## config.mk

```make
export PLATFORM = sky130hd
export DESIGN_NAME = mc_ctrl_fsm_flat
export DESIGN_NICKNAME = d
export VERILOG_FILES = /design/src/rtl/mc_ctrl_pkg.sv /design/src/rtl/mc_ctrl_fsm_if.sv /design/src/rtl/mc_ctrl_decode.sv /design/src/rtl/mc_ctrl_fsm.sv /design/src/flat_wrapper.sv
export SDC_FILE = /design/constraint.sdc
export NUM_CORES = 1
export LEC_CHECK = 0
export ABC_AREA = 1
export BUFFER_PORTS_ARGS = -buffer_cell sky130_fd_sc_hd__buf_2
export CAP_MARGIN = 0
export CORE_MARGIN = 8
export CORE_UTILIZATION = 30
export CTS_CLUSTER_DIAMETER = 60
export DETAILED_ROUTE_END_ITERATION = 7
export GPL_TIMING_DRIVEN = 0
export PLACE_DENSITY_LB_ADDON = 0.3
export SLEW_MARGIN = 0
export SYNTH_ARGS = -nofsm -noshare
export SYNTH_HDL_FRONTEND = slang
export SYNTH_HIERARCHICAL = 1
export SYNTH_SLANG_ARGS = --single-unit
```

## constraint.sdc

```tcl
create_clock -name clk -period 1.9 [get_ports clk]
set_input_delay 0.095 -clock clk [delete_from_list [all_inputs] [get_ports clk]]
set_output_delay 0.095 -clock clk [all_outputs]
set_load 0.05 [all_outputs]
```

## src/rtl/mc_ctrl_pkg.sv

```systemverilog
// Shared constants and types for the multi-cycle RV32I control FSM:
// opcodes, state codes, ALU op codes, PC/writeback select codes.
package mc_ctrl_pkg;

    localparam logic [6:0] OPC_LUI    = 7'b0110111;
    localparam logic [6:0] OPC_AUIPC  = 7'b0010111;
    localparam logic [6:0] OPC_JAL    = 7'b1101111;
    localparam logic [6:0] OPC_JALR   = 7'b1100111;
    localparam logic [6:0] OPC_BRANCH = 7'b1100011;
    localparam logic [6:0] OPC_LOAD   = 7'b0000011;
    localparam logic [6:0] OPC_STORE  = 7'b0100011;
    localparam logic [6:0] OPC_OPIMM  = 7'b0010011;
    localparam logic [6:0] OPC_OP     = 7'b0110011;

    typedef enum logic [2:0] {
        ST_IDLE   = 3'd0,
        ST_FETCH  = 3'd1,
        ST_DECODE = 3'd2,
        ST_EXEC   = 3'd3,
        ST_MEM    = 3'd4,
        ST_WB     = 3'd5,
        ST_TRAP   = 3'd6
    } state_t;

    typedef enum logic [3:0] {
        ALU_ADD   = 4'd0,
        ALU_SUB   = 4'd1,
        ALU_SLL   = 4'd2,
        ALU_SLT   = 4'd3,
        ALU_SLTU  = 4'd4,
        ALU_XOR   = 4'd5,
        ALU_SRL   = 4'd6,
        ALU_SRA   = 4'd7,
        ALU_OR    = 4'd8,
        ALU_AND   = 4'd9,
        ALU_COPYB = 4'd10
    } alu_op_t;

    typedef enum logic [3:0] {
        CLS_NONE   = 4'd0,
        CLS_LUI    = 4'd1,
        CLS_AUIPC  = 4'd2,
        CLS_JAL    = 4'd3,
        CLS_JALR   = 4'd4,
        CLS_BRANCH = 4'd5,
        CLS_LOAD   = 4'd6,
        CLS_STORE  = 4'd7,
        CLS_OPIMM  = 4'd8,
        CLS_OP     = 4'd9
    } op_cls_t;

    localparam logic [1:0] PC_PLUS4 = 2'b00;
    localparam logic [1:0] PC_IMM   = 2'b01;
    localparam logic [1:0] PC_JALR  = 2'b10;

    localparam logic [1:0] WB_ALU = 2'b00;
    localparam logic [1:0] WB_MEM = 2'b01;
    localparam logic [1:0] WB_PC4 = 2'b10;

    localparam logic [1:0] CAUSE_NONE    = 2'b00;
    localparam logic [1:0] CAUSE_ILLEGAL = 2'b01;
    localparam logic [1:0] CAUSE_TIMEOUT = 2'b10;

    // funct3/funct7[5] to ALU op; the alt bit selects SUB only for
    // register-register ops, but always selects SRA over SRL
    function automatic alu_op_t alu_funct(
        input logic [2:0] f3,
        input logic       alt,
        input logic       is_reg
    );
        alu_op_t op;
        op = ALU_ADD;
        case (f3)
            3'b000: op = (alt && is_reg) ? ALU_SUB : ALU_ADD;
            3'b001: op = ALU_SLL;
            3'b010: op = ALU_SLT;
            3'b011: op = ALU_SLTU;
            3'b100: op = ALU_XOR;
            3'b101: op = alt ? ALU_SRA : ALU_SRL;
            3'b110: op = ALU_OR;
            3'b111: op = ALU_AND;
        endcase
        return op;
    endfunction

endpackage

```

## src/rtl/mc_ctrl_fsm_if.sv

```systemverilog
// Memory request handshake between the control FSM (master)
// and the memory port (slave).
interface mc_ctrl_fsm_if;

    logic mem_req;
    logic mem_we;
    logic mem_addr_sel;
    logic mem_ready;

    modport master (
        output mem_req,
        output mem_we,
        output mem_addr_sel,
        input  mem_ready
    );

    modport slave (
        input  mem_req,
        input  mem_we,
        input  mem_addr_sel,
        output mem_ready
    );

endinterface

```

## src/rtl/mc_ctrl_decode.sv

```systemverilog
// Combinational instruction decode: opcode class, illegal flag
// and the ALU operation the instruction needs in EXEC.
module mc_ctrl_decode
    import mc_ctrl_pkg::*;
(
    input  logic [6:0] opcode,
    input  logic [2:0] funct3,
    input  logic       alt,
    output op_cls_t    cls,
    output logic       illegal,
    output alu_op_t    alu_op
);

    // map opcode to class; anything outside the base set is illegal
    always_comb begin
        cls     = CLS_NONE;
        illegal = 1'b0;
        alu_op  = ALU_ADD;
        unique case (opcode)
            OPC_LUI: begin
                cls    = CLS_LUI;
                alu_op = ALU_COPYB;
            end
            OPC_AUIPC:  cls = CLS_AUIPC;
            OPC_JAL:    cls = CLS_JAL;
            OPC_JALR:   cls = CLS_JALR;
            OPC_BRANCH: begin
                cls    = CLS_BRANCH;
                alu_op = ALU_SUB;
            end
            OPC_LOAD:   cls = CLS_LOAD;
            OPC_STORE:  cls = CLS_STORE;
            OPC_OPIMM: begin
                cls    = CLS_OPIMM;
                alu_op = alu_funct(funct3, alt, 1'b0);
            end
            OPC_OP: begin
                cls    = CLS_OP;
                alu_op = alu_funct(funct3, alt, 1'b1);
            end
            default:    illegal = 1'b1;
        endcase
    end

endmodule

```

## src/rtl/mc_ctrl_fsm.sv

```systemverilog
// Multi-cycle RV32I control FSM (fetch/decode/exec/mem/wb/trap).
// Define MC_CTRL_PERF_EN to add cycle_cnt/instret_cnt outputs.
module mc_ctrl_fsm
    import mc_ctrl_pkg::*;
#(
    parameter int MEM_TIMEOUT = 15
) (
    input  logic              clk,
    input  logic              rstn,
    input  logic [31:0]       inst,
    input  logic              br_taken,
    mc_ctrl_fsm_if.master     bus,
    output logic              ir_we,
    output logic              pc_we,
    output logic [1:0]        pc_sel,
    output logic              reg_we,
    output logic [1:0]        wb_sel,
    output logic              alu_a_sel,
    output logic              alu_b_sel,
    output logic [3:0]        alu_op,
    output logic              trap,
    output logic [1:0]        trap_cause,
    output logic [2:0]        state
`ifdef MC_CTRL_PERF_EN
    ,
    output logic [31:0]       cycle_cnt,
    output logic [31:0]       instret_cnt
`endif
);

    localparam int CW = (MEM_TIMEOUT > 1) ? $clog2(MEM_TIMEOUT) : 1;
    localparam logic [CW-1:0] WAIT_LAST =
        CW'((MEM_TIMEOUT > 0) ? MEM_TIMEOUT - 1 : 0);

    state_t        st;
    op_cls_t       cls_q;
    op_cls_t       cls_d;
    alu_op_t       alu_q;
    alu_op_t       alu_d;
    logic          illegal;
    logic          rd_nz_q;
    logic [1:0]    cause_q;
    logic [CW-1:0] wait_cnt;
    logic          timeout;
    logic          unused_inst;

    // rs1/rs2/upper immediate bits belong to the datapath
    assign unused_inst = ^{inst[31], inst[29:15]};

    mc_ctrl_decode u_dec (
        .opcode  (inst[6:0]),
        .funct3  (inst[14:12]),
        .alt     (inst[30]),
        .cls     (cls_d),
        .illegal (illegal),
        .alu_op  (alu_d)
    );

    // the last permitted wait cycle; a zero limit never expires
    assign timeout = (MEM_TIMEOUT != 0) && (wait_cnt == WAIT_LAST);

    assign trap_cause = cause_q;
    assign state      = st;

    // state sequencing, latched decode and memory wait counter
    always_ff @(posedge clk or negedge rstn) begin
        if (!rstn) begin
            st       <= ST_IDLE;
            cls_q    <= CLS_NONE;
            alu_q    <= ALU_ADD;
            rd_nz_q  <= 1'b0;
            cause_q  <= CAUSE_NONE;
            wait_cnt <= '0;
        end else begin
            unique case (st)
                ST_IDLE: begin
                    st       <= ST_FETCH;
                    wait_cnt <= '0;
                end
                ST_FETCH: begin
                    if (bus.mem_ready) begin
                        st       <= ST_DECODE;
                        wait_cnt <= '0;
                    end else if (timeout) begin
                        st      <= ST_TRAP;
                        cause_q <= CAUSE_TIMEOUT;
                    end else begin
                        wait_cnt <= wait_cnt + CW'(1);
                    end
                end
                ST_DECODE: begin
                    cls_q   <= cls_d;
                    alu_q   <= alu_d;
                    rd_nz_q <= |inst[11:7];
                    if (illegal) begin
                        st      <= ST_TRAP;
                        cause_q <= CAUSE_ILLEGAL;
                    end else begin
                        st <= ST_EXEC;
                    end
                end
                ST_EXEC: begin
                    wait_cnt <= '0;
                    if (cls_q == CLS_LOAD || cls_q == CLS_STORE)
                        st <= ST_MEM;
                    else if (cls_q == CLS_BRANCH)
                        st <= ST_FETCH;
                    else
                        st <= ST_WB;
                end
                ST_MEM: begin
                    if (bus.mem_ready) begin
                        st <= (cls_q == CLS_LOAD) ? ST_WB : ST_FETCH;
                        wait_cnt <= '0;
                    end else if (timeout) begin
                        st      <= ST_TRAP;
                        cause_q <= CAUSE_TIMEOUT;
                    end else begin
                        wait_cnt <= wait_cnt + CW'(1);
                    end
                end
                ST_WB: begin
                    st       <= ST_FETCH;
                    wait_cnt <= '0;
                end
                ST_TRAP: st <= ST_TRAP;
                default: st <= ST_IDLE;
            endcase
        end
    end

    // strobes decoded from state and the latched instruction class
    always_comb begin
        bus.mem_req      = 1'b0;
        bus.mem_we       = 1'b0;
        bus.mem_addr_sel = 1'b0;
        ir_we            = 1'b0;
        pc_we            = 1'b0;
        pc_sel           = PC_PLUS4;
        reg_we           = 1'b0;
        wb_sel           = WB_ALU;
        alu_a_sel        = 1'b0;
        alu_b_sel        = 1'b0;
        alu_op           = ALU_ADD;
        trap             = 1'b0;
        unique case (st)
            ST_FETCH: begin
                bus.mem_req = 1'b1;
                ir_we       = bus.mem_ready;
            end
            ST_EXEC: begin
                alu_op    = alu_q;
                alu_a_sel = cls_q inside {CLS_AUIPC, CLS_JAL};
                alu_b_sel = !(cls_q inside {CLS_OP, CLS_BRANCH});
                if (cls_q == CLS_BRANCH) begin
                    pc_we  = 1'b1;
                    pc_sel = br_taken ? PC_IMM : PC_PLUS4;
                end
            end
            ST_MEM: begin
                bus.mem_req      = 1'b1;
                bus.mem_addr_sel = 1'b1;
                bus.mem_we       = (cls_q == CLS_STORE);
                if (cls_q == CLS_STORE && bus.mem_ready)
                    pc_we = 1'b1;
            end
            ST_WB: begin
                reg_we = rd_nz_q;
                pc_we  = 1'b1;
                unique case (cls_q)
                    CLS_JAL: begin
                        wb_sel = WB_PC4;
                        pc_sel = PC_IMM;
                    end
                    CLS_JALR: begin
                        wb_sel = WB_PC4;
                        pc_sel = PC_JALR;
                    end
                    CLS_LOAD: wb_sel = WB_MEM;
                    default: ;
                endcase
            end
            ST_TRAP: trap = 1'b1;
            default: ;
        endcase
    end

`ifdef MC_CTRL_PERF_EN
    logic retire;

    assign retire = (st == ST_EXEC && cls_q == CLS_BRANCH) ||
                    (st == ST_MEM && cls_q == CLS_STORE && bus.mem_ready) ||
                    (st == ST_WB);

    // free-running activity and retired-instruction counters
    always_ff @(posedge clk or negedge rstn) begin
        if (!rstn) begin
            cycle_cnt   <= 32'd0;
            instret_cnt <= 32'd0;
        end else begin
            if (st != ST_IDLE && st != ST_TRAP)
                cycle_cnt <= cycle_cnt + 32'd1;
            if (retire)
                instret_cnt <= instret_cnt + 32'd1;
        end
    end
`endif

endmodule

```

## src/flat_wrapper.sv

```systemverilog
// flat-port wrapper written by rule: the top's interface ports become plain ports
module mc_ctrl_fsm_flat import mc_ctrl_pkg::*;
#(
    parameter int MEM_TIMEOUT = 15
)
  (clk, rstn, inst, br_taken, ir_we, pc_we, pc_sel, reg_we, wb_sel, alu_a_sel, alu_b_sel, alu_op, trap, trap_cause, state, bus_mem_req, bus_mem_we, bus_mem_addr_sel, bus_mem_ready);
  mc_ctrl_fsm_if bus_i ();
  input  logic clk;
  input  logic rstn;
  input  logic [31:0] inst;
  input  logic br_taken;
  output logic ir_we;
  output logic pc_we;
  output logic [1:0] pc_sel;
  output logic reg_we;
  output logic [1:0] wb_sel;
  output logic alu_a_sel;
  output logic alu_b_sel;
  output logic [3:0] alu_op;
  output logic trap;
  output logic [1:0] trap_cause;
  output logic [2:0] state;
  output wire logic [$bits(bus_i.mem_req)-1:0] bus_mem_req;
  output wire logic [$bits(bus_i.mem_we)-1:0] bus_mem_we;
  output wire logic [$bits(bus_i.mem_addr_sel)-1:0] bus_mem_addr_sel;
  input wire logic [$bits(bus_i.mem_ready)-1:0] bus_mem_ready;
  assign bus_mem_req = bus_i.mem_req;
  assign bus_mem_we = bus_i.mem_we;
  assign bus_mem_addr_sel = bus_i.mem_addr_sel;
  assign bus_i.mem_ready = bus_mem_ready;
  mc_ctrl_fsm #(.MEM_TIMEOUT(MEM_TIMEOUT)) u_core (.clk(clk), .rstn(rstn), .inst(inst), .br_taken(br_taken), .bus(bus_i), .ir_we(ir_we), .pc_we(pc_we), .pc_sel(pc_sel), .reg_we(reg_we), .wb_sel(wb_sel), .alu_a_sel(alu_a_sel), .alu_b_sel(alu_b_sel), .alu_op(alu_op), .trap(trap), .trap_cause(trap_cause), .state(state));
endmodule
```

* Word-level counts from Yosys, hierarchy flattened
Cells that the tools add are included.
** Operators by class
- Add/sub/neg operators :: 1
- Equality and inequality tests :: 34
- Muxes and demuxes :: 39
- Reductions and logical operators :: 17
** Operators by type and width (count)
- case mux 4 bit (8 select lines) :: 2
- case mux 4 bit (9 select lines) :: 1
- == test 3 bit (second input constant) :: 7
- == test 7 x 6 -> 1 bit (second input constant) :: 3
- == test 7 bit (second input constant) :: 3
- 2-to-1 mux 3 bit :: 7
- case mux 3 bit (6 select lines) :: 1
- == test 4 x 3 -> 1 bit (second input constant) :: 4
- case mux 2 bit (2 select lines) :: 4
- case mux 4 bit (4 select lines) :: 1
- == test 7 x 5 -> 1 bit (second input constant) :: 2
- 2-to-1 mux 1 bit :: 13
- == test 3 x 2 -> 1 bit (second input constant) :: 4
- 2-to-1 mux 4 bit :: 3
- 2-to-1 mux 2 bit :: 5
- OR reduction 9 bit :: 1
- == test 4 x 2 -> 1 bit (second input constant) :: 2
- == test 4 bit (second input constant) :: 2
- case mux 4 bit (2 select lines) :: 1
- nonzero test 2 bit :: 4
- == test 7 x 2 -> 1 bit (second input constant) :: 1
- == test 3 x 1 -> 1 bit (second input constant) :: 2
- logical NOT 3 bit :: 2
- OR reduction 2 bit :: 3
- 12 further kinds :: 13
** Word-level totals
- Register bits :: 18
- Bits of input ports :: 36
- Output and inout bits :: 22
- Word-level logic and storage cells :: 97

* Logic depth before layout (Yosys ltp)
Gate-level depths: netlist of run 1.
- Depth in word-level cells :: 4
- Gate-level depth with buffers :: 12
- Mapped depth without buffers :: 12

* Modules after synthesis
Netlist of run 1, hierarchy kept.
** By module, submodules not included
- mc_ctrl_fsm :: instances 1, cells an instance 149, area each 1091.0 sq um, seq. area each 450.4 sq um
- mc_ctrl_decode :: instances 1, cells an instance 66, area each 291.5 sq um, seq. area each 0.0 sq um

* Worst setup path before layout of run 1
No wires, ideal clock.
- Path type :: reg-to-output
- Start point :: reg u_core.st[1], in the netlist u_core/state[1]
- End point :: out alu_a_sel
- Arrival :: 2468 ps
- Data required time :: 1805 ps
- Slack :: -663 ps
- Cell stages (with the launch flop) :: 3
- Path buffers :: 0
- Cells stage by stage :: dfrtp_1 -> nand3_2 -> nor4_1
** On the way
- Word-level cells in the longest chain between the ends :: 2
** Ends and longest elaborated chain
- from (decl) :: line mc_ctrl_fsm.sv:35 : state_t st;
- from (signal assigned) :: line mc_ctrl_fsm.sv:113 : st <= (cls_q == CLS_LOAD) ? ST_WB : ST_FETCH;
- == test 3 x 2 -> 1 bit :: line mc_ctrl_fsm.sv:146 : unique case (st)
- 2-to-1 mux 1 bit :: line mc_ctrl_fsm.sv:146
- to (decl) :: line flat_wrapper.sv:17 : output logic alu_a_sel;
No other way between the ends.

* Worst setup path after layout of run 1
- Start point :: reg u_core.st[2], in the netlist u_core/state[2]
- End point :: out alu_b_sel
** On the way
- Word-level cells in the longest chain between the ends :: 2
** Ends and longest elaborated chain
- == test 3 x 2 -> 1 bit :: line mc_ctrl_fsm.sv:146
- 2-to-1 mux 1 bit :: line mc_ctrl_fsm.sv:146
- to (decl) :: line flat_wrapper.sv:18 : output logic alu_b_sel;
No other way between the ends.

==> results of run 1 <==
-- worst max path at each step --
stage / end / slack, ps / depth (start not counted)
after global routing: alu_b_sel / 0.7 / 5
after CTS: alu_b_sel / 40 / 5
after global placement: alu_b_sel / 330 / 5
final: alu_b_sel / 90 / 5
after floorplan: alu_a_sel / -80 / 2
after detailed placement: alu_b_sel / 330 / 5
-- registers in the layout, indices dropped and copies added, names as in the netlist --
register,cells
u_core/state,3
u_core/wait_cnt,4
u_core/alu_q,4
u_core/rd_nz_q,1
u_core/trap_cause,2
u_core/cls_q,4
-- power groups by stage --
| stage | Clock, µW | Combinational [µW] | Sequential, µW |
|---|---|---|---|
| finish | 321 | 1160 | 664 |
| global route | 343 | 1290 | 682 |
| CTS | 331 | 1170 | 661 |
| detailed placement | 0 | 1170 | 669 |
| global placement | 0 | 1160 | 664 |
| floorplan | 0 | 787 | 769 |
-- placed cells by master (no fill, tap or decap), drive strengths merged --
master / synthesis / layout
nand3: 26 / 26
nand2: 64 / 64
nor4: 1 / 1
or2: 3 / 3
inv: 33 / 33
clkbuf: 0 / 5
dlygate4sd3: 0 / 1
nand3b: 4 / 4
nor3: 3 / 3
o211ai: 1 / 1
o21ai: 15 / 15
xor2: 1 / 1
nand4: 4 / 4
buf: 2 / 42
ha: 2 / 2
nor2: 32 / 32
a21oi: 6 / 6
dfrtp: 18 / 18
-- worst max-delay path, stage by stage, from the launching register on --
cell and delay [ps]:
dfrtp_1 460, inv_2 150, nand3_2 200, or2_1 320, a21oi_2 100, clkbuf_4 230
-- what timing repair did --
action / 4_1_cts / 5_1_grt
hold buffers: 1 / 0
hold endpoints to repair: 18 / 0
setup endpoints to repair: 0 / 1
buffers inserted: 0 / 0
resized for setup: 0 / 1
-- logic make-up (layout without fill, tap and decap cells) --
family / count (synthesis) / count (layout) / synth area share (%)
and+or+nand+nor: 137 / 137 / 46.9
buffers and inverters: 35 / 81 / 9.68
AOI/OAI and AO/OA: 22 / 22 / 8.42
DFF: 18 / 18 / 32.6
adders and majority gates: 2 / 2 / 1.81
xor gates and xnor gates: 1 / 1 / 0.634
-- metal layers --
| metal | routed length (µm) | share of wire [%] | vias to the layer above |
|---|---|---|---|
| li1 | - | - | 776 |
| met1 | 1660 | 46 | 623 |
| met2 | 1730 | 48 | 29 |
| met3 | 184 | 5.1 | 2 |
| met4 | 22 | 0.61 | 0 |
| met5 | 0 | 0 | - |
-- metrics by stage --
step	worst slack, ps	cell area (µm²)	utilization, %	cells
after global placement	329	1680	38.2	308
after global routing	0.714	1740	39.8	313
after CTS	38.2	1740	39.7	313
after floorplan	-81.4	1410	-	215
after detailed placement	329	1680	38.2	308
final	87.9	1740	39.8	313
-- layout make-up --
cell class,count,area share [%]
Tap cell,52,3.73
Multi-Input combinational cell,162,47.0
Buffer,2,0.574
Clock buffer,4,3.16
Timing Repair Buffer,42,12.5
Inverter,33,7.11
Sequential cell,18,25.9
==> impl_metrics.ini, run 1 <==
[logic_synthesis]
yosys.area.top_type = dfrtp_1
ys_top_cells_by_area = dfrtp_1, nand2_1, nor2_1
avgSynthCellArea_um2 = 6.43
synth_cell_type_count = 27
yosysMostFrequentCell = nand2_1
yosysSeqAreaShare_pct = 32.6
yosys_warnings = 6
synthesis.nets = 253
syn_inst = 215
syn_area_um2 = 1380
synth_top_area_share_pct = 32.6
async_reset_ff_share_pct = 100
synth_common_cells = nand2_1, nor2_1, inv_1
synth-edff-count = 0
yosys_register_bits = 18
synth-main-ff-cell = dfrtp_1

[critical_path]
critical_path.max_fanout = 8
required_ps = 1800
reg2reg_depth = 6
timing.rr.start = u_core/wait_cnt[0]
crit_arrival_ps = 1720
worstSetupStartpoint = u_core/state[2]
crit_path_end_kind = output port
r2r_setup_slack_ps = 540
crit_type = register to output port
startpoint_type = register
regToRegEndpoint = u_core/wait_cnt[1]

[drt]
wl_per_cell_um = 11.5
drt_pre_antenna_iters = 4
vias_per_cell = 4.57
first_iter_violations = 48
vias = 1430
routed_wl_um = 3590
drc_errors = 0
ant_nets = 0

[global_route]
use_met3_pct = 2.93
antenna_found_initial = 0
grt_start_max_net_pins = 19
top_usage_layer = met2
grt_usage_pct = 10.2
grt_use_met1_pct = 11.5
grt_pass1_vias = 1413
grt-ovfl-total = 0
grt_pass1_wl_um = 6120
use_met2_pct = 17.8

[power]
irDropWorstVdd_mv = 0.353
power.switching_uw = 1140
powerDensity_nw_per_um2 = 1230
pwr-share-seq_pct = 30.9
p_leak_uw = 0.000996
pwr-share-clk_pct = 15.0
p_comb_share_pct = 54.1
power_uw = 2150
switching_share_pct = 52.9
p_int_uw = 1010

[place]
dp_hpwl_um = 2920
place.gp.congestion = 0.811
portBuffers = 41

[die]
initial_utilization_pct = 31.5
fp.dieW_um = 83.9
dieHeight_um = 83.9
ios = 58
core_area_um2 = 4380
row_count = 24
dieArea_um2 = 7040

[outcome]
status = complete, no violations

[timing]
max_slew_margin_pct = 72.4
hold_viol_final = 0
drv_slew = 0
skew_ps = 4.77
setup_violations = 0
grt_setup_unrepaired = false
fmax_mhz = 552
tns_ps = 0
hold_ws_ps = 63.4
min_period_ps = 1810
fin_crit_sh_pct = 95.4
worst_slew_pin_slew_ps = 415

[min_path]
min_to = u_core/rd_nz_q
min_from = inst[11]
holdPathStages = 3
worstHoldPathType = primary input to register

[finish]
layout-drive-gt1-share_pct = 27.2
area_growth_pct = 26.1
fin_nets = 300
seqCellArea_um2 = 452
diodes = 0
num-fill-cells = 493
multiInputGateArea_um2 = 820

[clocking]
clockRootBuffer = clkbuf_8
cts_inserted_buffers = 3
cts_num_sinks = 18
cts_tree = yes
htree_levels = 1
clockBufferDepth = 2
clkSlewWorstSetupHoldPaths_ps = 70
insertion_delay_ps = 260

[job]
maxCapViolations = 0
(Power assumes the default switching activity.)
==> run 2, diff against run 1 <==
BUFFER_PORTS_ARGS = -buffer_cell sky130_fd_sc_hd__buf_4   (was -buffer_cell sky130_fd_sc_hd__buf_2)
CORE_UTILIZATION = 51   (was 30)
SLEW_MARGIN = 10   (was 0)
==> run 2 against run 1 <==
  * Cell area increased by 3.6%
  * Critical path depth unchanged
  * Sequential cell count stayed put
==> impl_metrics.ini, run 2 (synthesis results as in run 1) <==
[drt]
first_iter_violations = 111
wl_per_cell_um = 11.9
dr_wl_met3_um = 174
vias_per_cell = 5.14
vias = 1501
ant_nets = 0
drt_pre_antenna_iters = 4
dr_wl_met2_um = 1840
highest_layer = met4
drc_errors = 0
wl_met1_um = 1420
routed_wl_um = 3470

[critical_path]
path_cells = inv_2, nand3_4, or2_1, a21oi_2, buf_4
r2r_setup_slack_ps = 500
critical_path.max_fanout = 8
cp_slowest_stage_delay_ps = 460
regToRegEndpoint = u_core/wait_cnt[3]
startpoint_type = register
worstSetupStartpoint = u_core/state[2]
crit_type = register to output port
reg2reg_depth = 7
crit_path_end_kind = output port
slowest_stage = dfrtp_1
crit_arrival_ps = 1670
timing.rr.start = u_core/wait_cnt[0]
required_ps = 1800

[finish]
mostFrequentLayoutCell = nand2_1
diodes = 0
layout-drive-gt1-share_pct = 27.2
fin_nets = 300
top_regs = u_core/alu_q (4), u_core/cls_q (4), u_core/wait_cnt (4)
area_growth_pct = 30.6
num-fill-cells = 246
final_cell_mix = nand2_1, buf_4, nor2_1, inv_1, nand3_1
multiInputGateArea_um2 = 827
fin_util_pct = 67.8
seqCellArea_um2 = 452

[job]
maxCapViolations = 0

[timing]
max_slew_margin_pct = 71.2
fmax_mhz = 568
drv_slew = 0
skew_ps = 4.76
setup_violations = 0
grt_setup_unrepaired = false
worst_slack_ps = 138
min_period_ps = 1760
hold_viol_final = 0
fin_crit_sh_pct = 92.7
worst_slew_pin_slew_ps = 429

[place]
portBuffers = 41
dp_hpwl_um = 2820
dp_slack_ps = 407
place.gp.congestion = 0.859

[die]
core_area_um2 = 2660
row_count = 19
dieHeight_um = 68.1
fp.dieW_um = 68.1
dieArea_um2 = 4630
initial_utilization_pct = 51.9
ios = 58

[global_route]
grt_usage_pct = 15.7
grt-ovfl-total = 0
antenna_found_initial = 0
grt_start_max_net_pins = 19
grt_pass1_vias = 1440
grt_pass1_wl_um = 5830

[clocking]
cts_inserted_buffers = 3
clkSlewWorstSetupHoldPaths_ps = 110
htree_levels = 1
cts_num_sinks = 18
cts_tree = yes
insertion_delay_ps = 290
clockBufferDepth = 2
clockRootBuffer = clkbuf_4

[power]
powerDensity_nw_per_um2 = 1190
p_leak_uw = 0.00101
irDropWorstVdd_mv = 1.06

[min_path]
min_to = u_core/rd_nz_q
worstHoldPathType = primary input to register
holdPathStages = 3
min_from = inst[11]

[outcome]
status = complete, no violations
## run 2: cell types whose count changed in the layout (fill, tap and decap cells not counted)
cell and change:
buf_4 +41, buf_2 -40, clkbuf_8 -3, clkbuf_4 +2, nand3_2 -1, nand3_4 +1
## run 2: area by class of cell
cell class              instances  share of cell area [%]
plain buffers                   2                   0.554
clock buffers                   4                    2.01
inverters                      33                    6.86
multi-input cells             162                    45.8
flip-flops and latches         18                    25.0
well taps                      31                    2.15
repair buffers                 42                    17.6
## run 2: how the worst max path moves through the flow
stage | endpoint | slack (ps) | cells after the start
floorplan | alu_a_sel | -80 | 2
global placement | alu_b_sel | 410 | 5
detailed placement | alu_b_sel | 410 | 5
CTS | alu_b_sel | 80 | 5
global route | alu_b_sel | 40 | 5
finish | alu_b_sel | 140 | 5
## run 2: repair_timing
item                                   in CTS  in global routing
endpoints found under the hold margin      18                  0
hold buffers                                1                  0
gates resized for setup                     0                  1
setup endpoints to repair                   0                  1
buffers inserted                            0                  0
## run 2: layer usage
metal  track usage, %  up-vias
met5                0        -
met4             4.86        0
met3             2.62        2
met2             29.7       36
met1             17.3      688
li1                 -      775
## run 2: worst max-delay path: cells and delay by family, from the launching register on
family	cells	cell delay (ps)
and+or+nand+nor	2	440
buffers and inverters	2	370
AOI/OAI and AO/OA	1	110
DFF	1	460
## run 2: through the flow
stage / hold WS [ps] / setup TNS [ps] / area, µm² / power [µW] / std cells
after floorplan: -201 / -81.4 / 1410 / 1560 / 215
after global placement: -27.0 / 0 / 1750 / 1880 / 287
after detailed placement: -24.1 / 0 / 1750 / 1910 / 287
after CTS: 27.3 / 0 / 1800 / 2140 / 292
after global routing: 35.3 / 0 / 1810 / 2310 / 292
final: 31.5 / 0 / 1810 / 2150 / 292
## run 2: power breakdown
part	internal (µW)	leakage [µW]	switching, µW
logic	377	0.000748	873
registers	516	0.000238	150
clock network	117	0.0000210	117
total	1010	0.00101	1140
